## src/rtl/decoder_rr_arbiter.sv

```systemverilog
// Round-robin arbiter granting one of four requesters access to a shared
// decoder-driven resource, with a bounded hold time and a mandatory dead cycle.
module decoder_rr_arbiter #(
  parameter int MAX_HOLD = 16
) (
  input  logic       clk,
  input  logic       rst_n,
  input  logic [3:0] req,
  input  logic       done,
  input  logic       enable,
  output logic [1:0] grant_idx,
  output logic [3:0] grant_oh,
  output logic       grant_valid,
  output logic       timeout,
  output logic       busy
);

  typedef enum logic [1:0] {
    IDLE    = 2'd0,
    GRANT   = 2'd1,
    RELEASE = 2'd2
  } state_t;

  localparam logic [7:0] HOLD_LAST = 8'(MAX_HOLD - 1);

  state_t     state, state_next;
  logic [1:0] ptr, ptr_next;
  logic [1:0] idx_next;
  logic [7:0] hold_cnt, hold_next;
  logic       timeout_next;
  logic       found;
  logic [1:0] pick;
  logic [1:0] cand;

  // Rotating priority scan: first requester at or after ptr wins.
  always_comb begin
    // NOTE: every variable gets a default before any branch so no latch is inferred.
    found = 1'b0;
    pick  = ptr;
    cand  = ptr;
    for (int i = 0; i < 4; i++) begin
      cand = ptr + 2'(i);
      if (!found && req[cand]) begin
        found = 1'b1;
        pick  = cand;
      end
    end
  end

  always_comb begin
    state_next   = state;
    ptr_next     = ptr;
    idx_next     = grant_idx;
    hold_next    = hold_cnt;
    timeout_next = 1'b0;
    unique case (state)
      IDLE: begin
        if (enable && found) begin
          state_next = GRANT;
          idx_next   = pick;
          ptr_next   = pick + 2'd1;
          hold_next  = 8'd0;
        end
      end
      GRANT: begin
        // A completion or a withdrawal wins over the hold limit: no timeout pulse.
        if (done || !req[grant_idx]) begin
          state_next = RELEASE;
        end else if (hold_cnt == HOLD_LAST) begin
          state_next   = RELEASE;
          timeout_next = 1'b1;
        end else begin
          hold_next = hold_cnt + 8'd1;
        end
      end
      RELEASE: begin
        state_next = IDLE;
      end
      default: begin
        state_next = IDLE;
      end
    endcase
  end

  // Outputs are registered from the next-state decode so they line up with the state.
  always_ff @(posedge clk or negedge rst_n) begin
    // NOTE: sequential state uses non-blocking assignments so all registers update together.
    if (!rst_n) begin
      state       <= IDLE;
      ptr         <= 2'd0;
      hold_cnt    <= 8'd0;
      grant_idx   <= 2'd0;
      grant_oh    <= 4'd0;
      grant_valid <= 1'b0;
      timeout     <= 1'b0;
      busy        <= 1'b0;
    end else begin
      state       <= state_next;
      ptr         <= ptr_next;
      hold_cnt    <= hold_next;
      grant_idx   <= idx_next;
      grant_oh    <= (state_next == GRANT) ? (4'b0001 << idx_next) : 4'd0;
      grant_valid <= (state_next == GRANT);
      timeout     <= timeout_next;
      busy        <= (state_next != IDLE);
    end
  end

endmodule
```

## config.mk

```make
export PLATFORM = sky130hd
export DESIGN_NAME = decoder_rr_arbiter
export DESIGN_NICKNAME = d
export VERILOG_FILES = /design/src/rtl/decoder_rr_arbiter.sv
export SDC_FILE = /design/constraint.sdc
export NUM_CORES = 1
export LEC_CHECK = 0
export ABC_AREA = 1
export CORE_ASPECT_RATIO = 1.1
export CORE_UTILIZATION = 45
export CTS_BUF_LIST = sky130_fd_sc_hd__clkbuf_16
export DETAILED_ROUTE_END_ITERATION = 16
export PLACE_DENSITY_LB_ADDON = 0.1
export SETUP_SLACK_MARGIN = 0.02
export SYNTH_ARGS = -nofsm -noshare
export SYNTH_HDL_FRONTEND = slang
export SYNTH_SLANG_ARGS = --single-unit
```

## constraint.sdc

```tcl
create_clock -name clk -period 1.4 [get_ports clk]
set_input_delay 0.21 -clock clk [delete_from_list [all_inputs] [get_ports clk]]
set_output_delay 0.21 -clock clk [all_outputs]
set_load 0.1 [all_outputs]
```

After elaboration in Yosys (flattened, before gate mapping)

Index checks and enable logic that the tools add are counted.

Add/subtract/negate cells: 5
Magnitude comparators: 5
Equal/unequal tests: 6
Shift operators: 1
Muxes and demuxes: 31
Reductions and logical operators: 14

Operator list:

| operator                                                              | count |
|---|---|
| 8-bit 2-to-1 mux                                                      | 3 |
| 2-bit 2-to-1 mux                                                      | 8 |
| 8-bit case mux with 2 select lines                                    | 1 |
| 2-bit by 3-bit < comparator with 1-bit output (second input constant) | 5 |
| 1-bit 2-to-1 mux                                                      | 12 |
| 1-bit binary-select mux with 2-bit select                             | 5 |
| 8-bit by 1-bit adder with 8-bit output (second input constant)        | 1 |
| 8-bit by 4-bit == test with 1-bit output (second input constant)      | 1 |
| 2-bit inequality test (second input constant)                         | 3 |
| 2-bit by 1-bit adder with 2-bit output (second input constant)        | 2 |
| 2-bit adder (second input constant)                                   | 2 |
| 2-bit by 1-bit == test with 1-bit output (second input constant)      | 2 |
| 1-bit logical AND                                                     | 4 |
| 1-bit zero test                                                       | 4 |
| 4-bit 2-to-1 mux                                                      | 1 |
| 2-bit case mux with 2 select lines                                    | 1 |
| 4-bit AND reduction                                                   | 1 |
| 2-bit nonzero test                                                    | 2 |
| 1-bit by 2-bit << shifter with 4-bit output (first input constant)    | 1 |
| 2-bit zero test                                                       | 1 |
| 2-bit AND reduction                                                   | 1 |
| 1-bit logical OR                                                      | 1 |

Register bits: 21
Bits of input ports: 8
Output and inout bits: 9
Word-level logic and storage cells: 70

Longest topological paths before layout

Depth after elaboration: 17
Gate-level depth with buffers: 14
Mapped depth without buffers: 13

Worst setup path before layout

No wires, ideal clock.

Path kind: register to register
From: reg grant_idx[0]
To: reg hold_cnt[4]
Setup time: 0.117 ns
Arrival: 1.916 ns
Required time: 1.283 ns
Setup slack: -0.633 ns
Cell stages (with the launch flop): 8
Path buffers: 0
Clock period less this slack: 2.033 ns
Cell sequence: dfrtp_1 > o211ai_1 > a21oi_2 > nand3_2 > nand2_4 > nand2_1 > nor2_1 > nor2_1

Word-level cells in the longest chain between the ends: 6

RTL lines:

| item                                      | RTL line | source |
|---|---|---|
| start: declaration                        | 11       | `output logic [1:0] grant_idx,` |
| start signal: assignment                  | 101      | `grant_idx <= idx_next;` |
| 1-bit binary-select mux with 2-bit select | 67       | `if (done \|\| !req[grant_idx]) begin` |
| 1-bit 2-to-1 mux (not written as such)    | 67       |  |
| 1-bit zero test                           | 67       |  |
| 1-bit logical OR                          | 67       |  |
| 2-bit inequality test (no line)           | n/a      |  |
| 4-bit AND reduction (no line)             | n/a      |  |
| end signal: assignment                    | 100      | `hold_cnt <= hold_next;` |
| end: declaration                          | 29       | `logic [7:0] hold_cnt, hold_next;` |

No other way between the ends. The select of a mux whose other input is x is not followed.
A chain may end at the register's enable or synchronous reset.

Worst setup path after layout

From: reg ptr[0]
To: reg ptr[1]

Word-level cells in the longest chain between the ends: 14
Elaborated cells on any way between the ends: 27
Classes of those cells: add/sub: 4; mux: 15; reduce/logical: 8

RTL lines:

| item                                                                                            | RTL line | source |
|---|---|---|
| start: declaration                                                                              | 27       | `logic [1:0] ptr, ptr_next;` |
| start signal: assignment                                                                        | 99       | `ptr <= ptr_next;` |
| parallel branches: the longest is 14 deep, another holds 2-bit by 1-bit adder with 2-bit output | n/a      |  |

Several ways; the timed one is not identified. The select of a mux whose other input is x is not followed.

==> summary.md <==
| Metric | Value |
|---|---|
| Design Power | 6360 uW |
| Worst slew pin tran | 0.321 ns |
| Final worst path period need | 1.87 ns |
| Initial drt markers | 31 |
| Synth Area in Adders | 0.904% |
| Total wire length | 4280 um |
| Max-Cap Viols | 0 |
| WP data arrival | 2.00 ns |
| Post-synthesis compound-gate area fraction | 7.41% |
| Final cell count without fillers | 280 |
| Syn_nets | 197 |
| Setup total negative slack | -7.25 ns |
| Share of total power in sequential cells | 16.2% |
| Die W | 54.9 um |
| Root Driver | clkbuf_16 |
| Post-synth ARST share | 100% |
| Ant diodes | 0 |
| Clock sink count | 21 |
| Pleak | 0.00113 uW |
| FMAX | 0.536 GHz |
| Cell family with most CP delay | simple AND/OR/NAND/NOR gates |
| GRT overflow | 0 |
| Clock power frac | 9.2% |
| FF+latch count, synth | 21 |
| CTS H-tree lvls | 1 |
| Mapped Area | 1380 um^2 |
| Top cells by area, synth | dfrtp_1 38%, nand2_1 17%, nand3_1 6.9% |
| Most used cell, CP | nand2_1 |
| Worst-path cell chain | buf_6 > nand2_1 > nand2_1 > nand2_2 > nand2_4 > nand3_4 > o21bai_4 > buf_6 > nor2_4 > nand2_1 > nand3_1 |
| CP endpoint kind | flop |
| Later-pin clock latency in the skew report | 0.25 ns |
| Placed cells | 260 |
| Die Area | 3300 um^2 |
| Worst setup SP type | flop |
| Post-route clock period utilization | 133% |
| Final ANT Viol Nets | 0 |
| Top cell type's share of synthesized area | 38.0% |
| Pwr dens | 2740 nW/um^2 |
| Run status | finished, violations left |
| Final hold vios | 0 |
| Synth Area in XOR/XNOR | 1.27% |
| Final nets | 257 |
| CP max stage cell | dfrtp_2 |
| Dpl hpwl | 2600 um |
| Setup CP Type | reg2reg |
| Leading area contributor after synthesis | dfrtp_1 |
| Cell internal pwr | 3150 uW |
| Setup ws final | -0.467 ns |
| GRT Util Overall | 27.0% |
| Initial Util | 48.5% |
| Slew headroom | 78.4% |
| Layout area overhead | 67.7% |
| Mapped Cells | 188 |
| Mux contribution to synthesized area | 0% |
| Worst r2r src | ptr[0]$_DFFE_PN0P_ |
| Vias in the first global route | 1552 |
| Antenna violations before repair | 0 |
| DIE HEIGHT | 60.2 um |
| Vias per cell | 5.30 |
| Min-Delay Path Class | in2async |
| Number of synthesis warnings | 0 |
| Layout cell share with drive strength beyond 1 | 50.6% |
| # IOs | 17 |
| Largest family of logic cells by synthesized area | simple AND/OR/NAND/NOR gates |
| Net Sw Power | 3210 uW |
| Ys flop type | dfrtp_1 |
| Most numerous cell in the Yosys netlist | nand2_1 |
| CORE AREA | 2850 um^2 |
| Max stage delay on crit path | 0.44 ns |
| Netlist cell types | 28 |
| Avg Cell Area, Syn | 7.36 um^2 |
| Layout filler cell count | 172 |
| Synth top cells by count | 63 x nand2_1, 21 x dfrtp_1, 20 x nor2_1 |
| Final Wtd Congestion | 0.942 |
| Global-route wire length before repair | 6290 um |
| DRC violations left | 0 |
| Crit Path Max Fanout | 6 |
| Comb pwr share | 74.6% |
| CTS buffer count | 3 |
| CP required | 1.53 ns |
| Buffers & Inverters on Critical Path | 2 |
| Final Setup Violations | 19 |
| Cell area after layout | 2320 um^2 |
| Row Count | 20 |
| Final Max Slew Viols | 0 |
| Largest net degree at the start of global routing | 22 |
| Vias | 1485 |
| Clock skew | 0.00105 ns |
| CTS tree | yes |
| Placement Cell Area | 1870 um^2 |
| Buffer depth of the longest clock path | 2 |
| Failing checks | negative setup slack |
| Switching portion of total power | 50.5% |
| Router iterations before antenna repair | 4 |
| RSZ-0062 raised after global routing | yes |
| Crit path from | ptr[0]$_DFFE_PN0P_ |
| Simple-gate share of the synthesized area | 44.7% |
| Number of flops mapped to enable cells by yosys | 0 |
| Max VDD drop | 0.00191 V |
| Clock transition at path regs | 0.05 ns |
| Routed wire per std cell | 15.3 um |
| Worst hold margin | 0.299 ns |
| Register area share after synthesis | 38.0% |
| Port bufs | 16 |
[routing by layer]
layer,track usage [%],up-vias,part of all wire (%)
li1,-,716,-
met1,27.3,724,38
met2,52.2,32,58
met3,3.05,13,2.3
met4,12.8,0,2.1
met5,0,-,0
[cell usage in the layout (no fill, tap or decap), types with 3 or more instances in the layout]
cell type	instances
dlymetal6s2s_1	3
nand2_4	12
nand3_4	3
inv_1	17
dfrtp_1	17
clkdlybuf4s50_1	4
nand2_2	25
nor2_1	14
clkbuf_16	3
a21oi_2	3
buf_4	30
nor2_4	4
nor2_2	4
nand3_1	12
nand3_2	8
nor3_1	3
buf_6	10
nand2_1	39
buf_12	9
[sequential cells by signal, indices dropped and copies added (netlist names)]
register	cells
hold_cnt	8
grant_oh	4
grant_idx	2
ptr	2
state	2
busy	1
grant_valid	1
timeout	1
[path summary, 6_finish.rpt]
check                                          end  slack, ns  cells after the start
max in group asynchronous   grant_idx[0]$_DFF_PN0_       0.85                      2
max reg2reg                     ptr[1]$_DFFE_PN0P_      -0.47                     11
min                        hold_cnt[0]$_DFFE_PN0P_       0.30                      2
max                             ptr[1]$_DFFE_PN0P_      -0.47                     11
min reg2reg                hold_cnt[7]$_DFFE_PN0P_       0.56                      2
min in group clk           hold_cnt[7]$_DFFE_PN0P_       0.56                      2
[power groups by stage]
stage	Combinational, uW	Clock [uW]	Sequential (uW)
floorplan	1700	0	1630
global placement	3490	0	1010
detailed placement	3570	0	1020
CTS	4180	592	1030
global route	5010	607	1050
finish	4740	583	1030
[area by class of cell]
class | instances | area [um^2] | area share (%)
Sequential cell | 21 | 536 | 23.1
Inverter | 19 | 78.8 | 3.40
Timing Repair Buffer | 56 | 596 | 25.7
Clock inverter | 1 | 3.75 | 0.162
Tap cell | 33 | 41.3 | 1.78
Multi-Input combinational cell | 146 | 983 | 42.4
Timing Repair inverter | 1 | 7.51 | 0.323
Clock buffer | 3 | 75.1 | 3.23
[repair_timing]
action                                  4_1_cts  5_1_grt
setup buffers                                11        3
gates resized for setup                      31       37
endpoints found under the hold margin         0        0
endpoints found under the setup margin       19       21
gates cloned                                  2        0
pin swaps                                    20       20
hold buffers                                  0        0
[cells by family after synthesis]
logic type	after synthesis
AND/OR/NAND/NOR	130
buffers and inverters	22
flip-flops	21
AO/OA/AOI/OAI	12
XOR/XNOR	2
adder cells (fa/ha/maj)	1
[stage by stage]
stage | utilization [%] | setup slack (ns)
floorplan | - | -0.215
global placement | 65.5 | -0.494
finish | 81.4 | -0.467
CTS | 75.8 | -0.324
global route | 81.4 | -0.559
detailed placement | 65.5 | -0.539
Power figures use the tool's default switching activity.
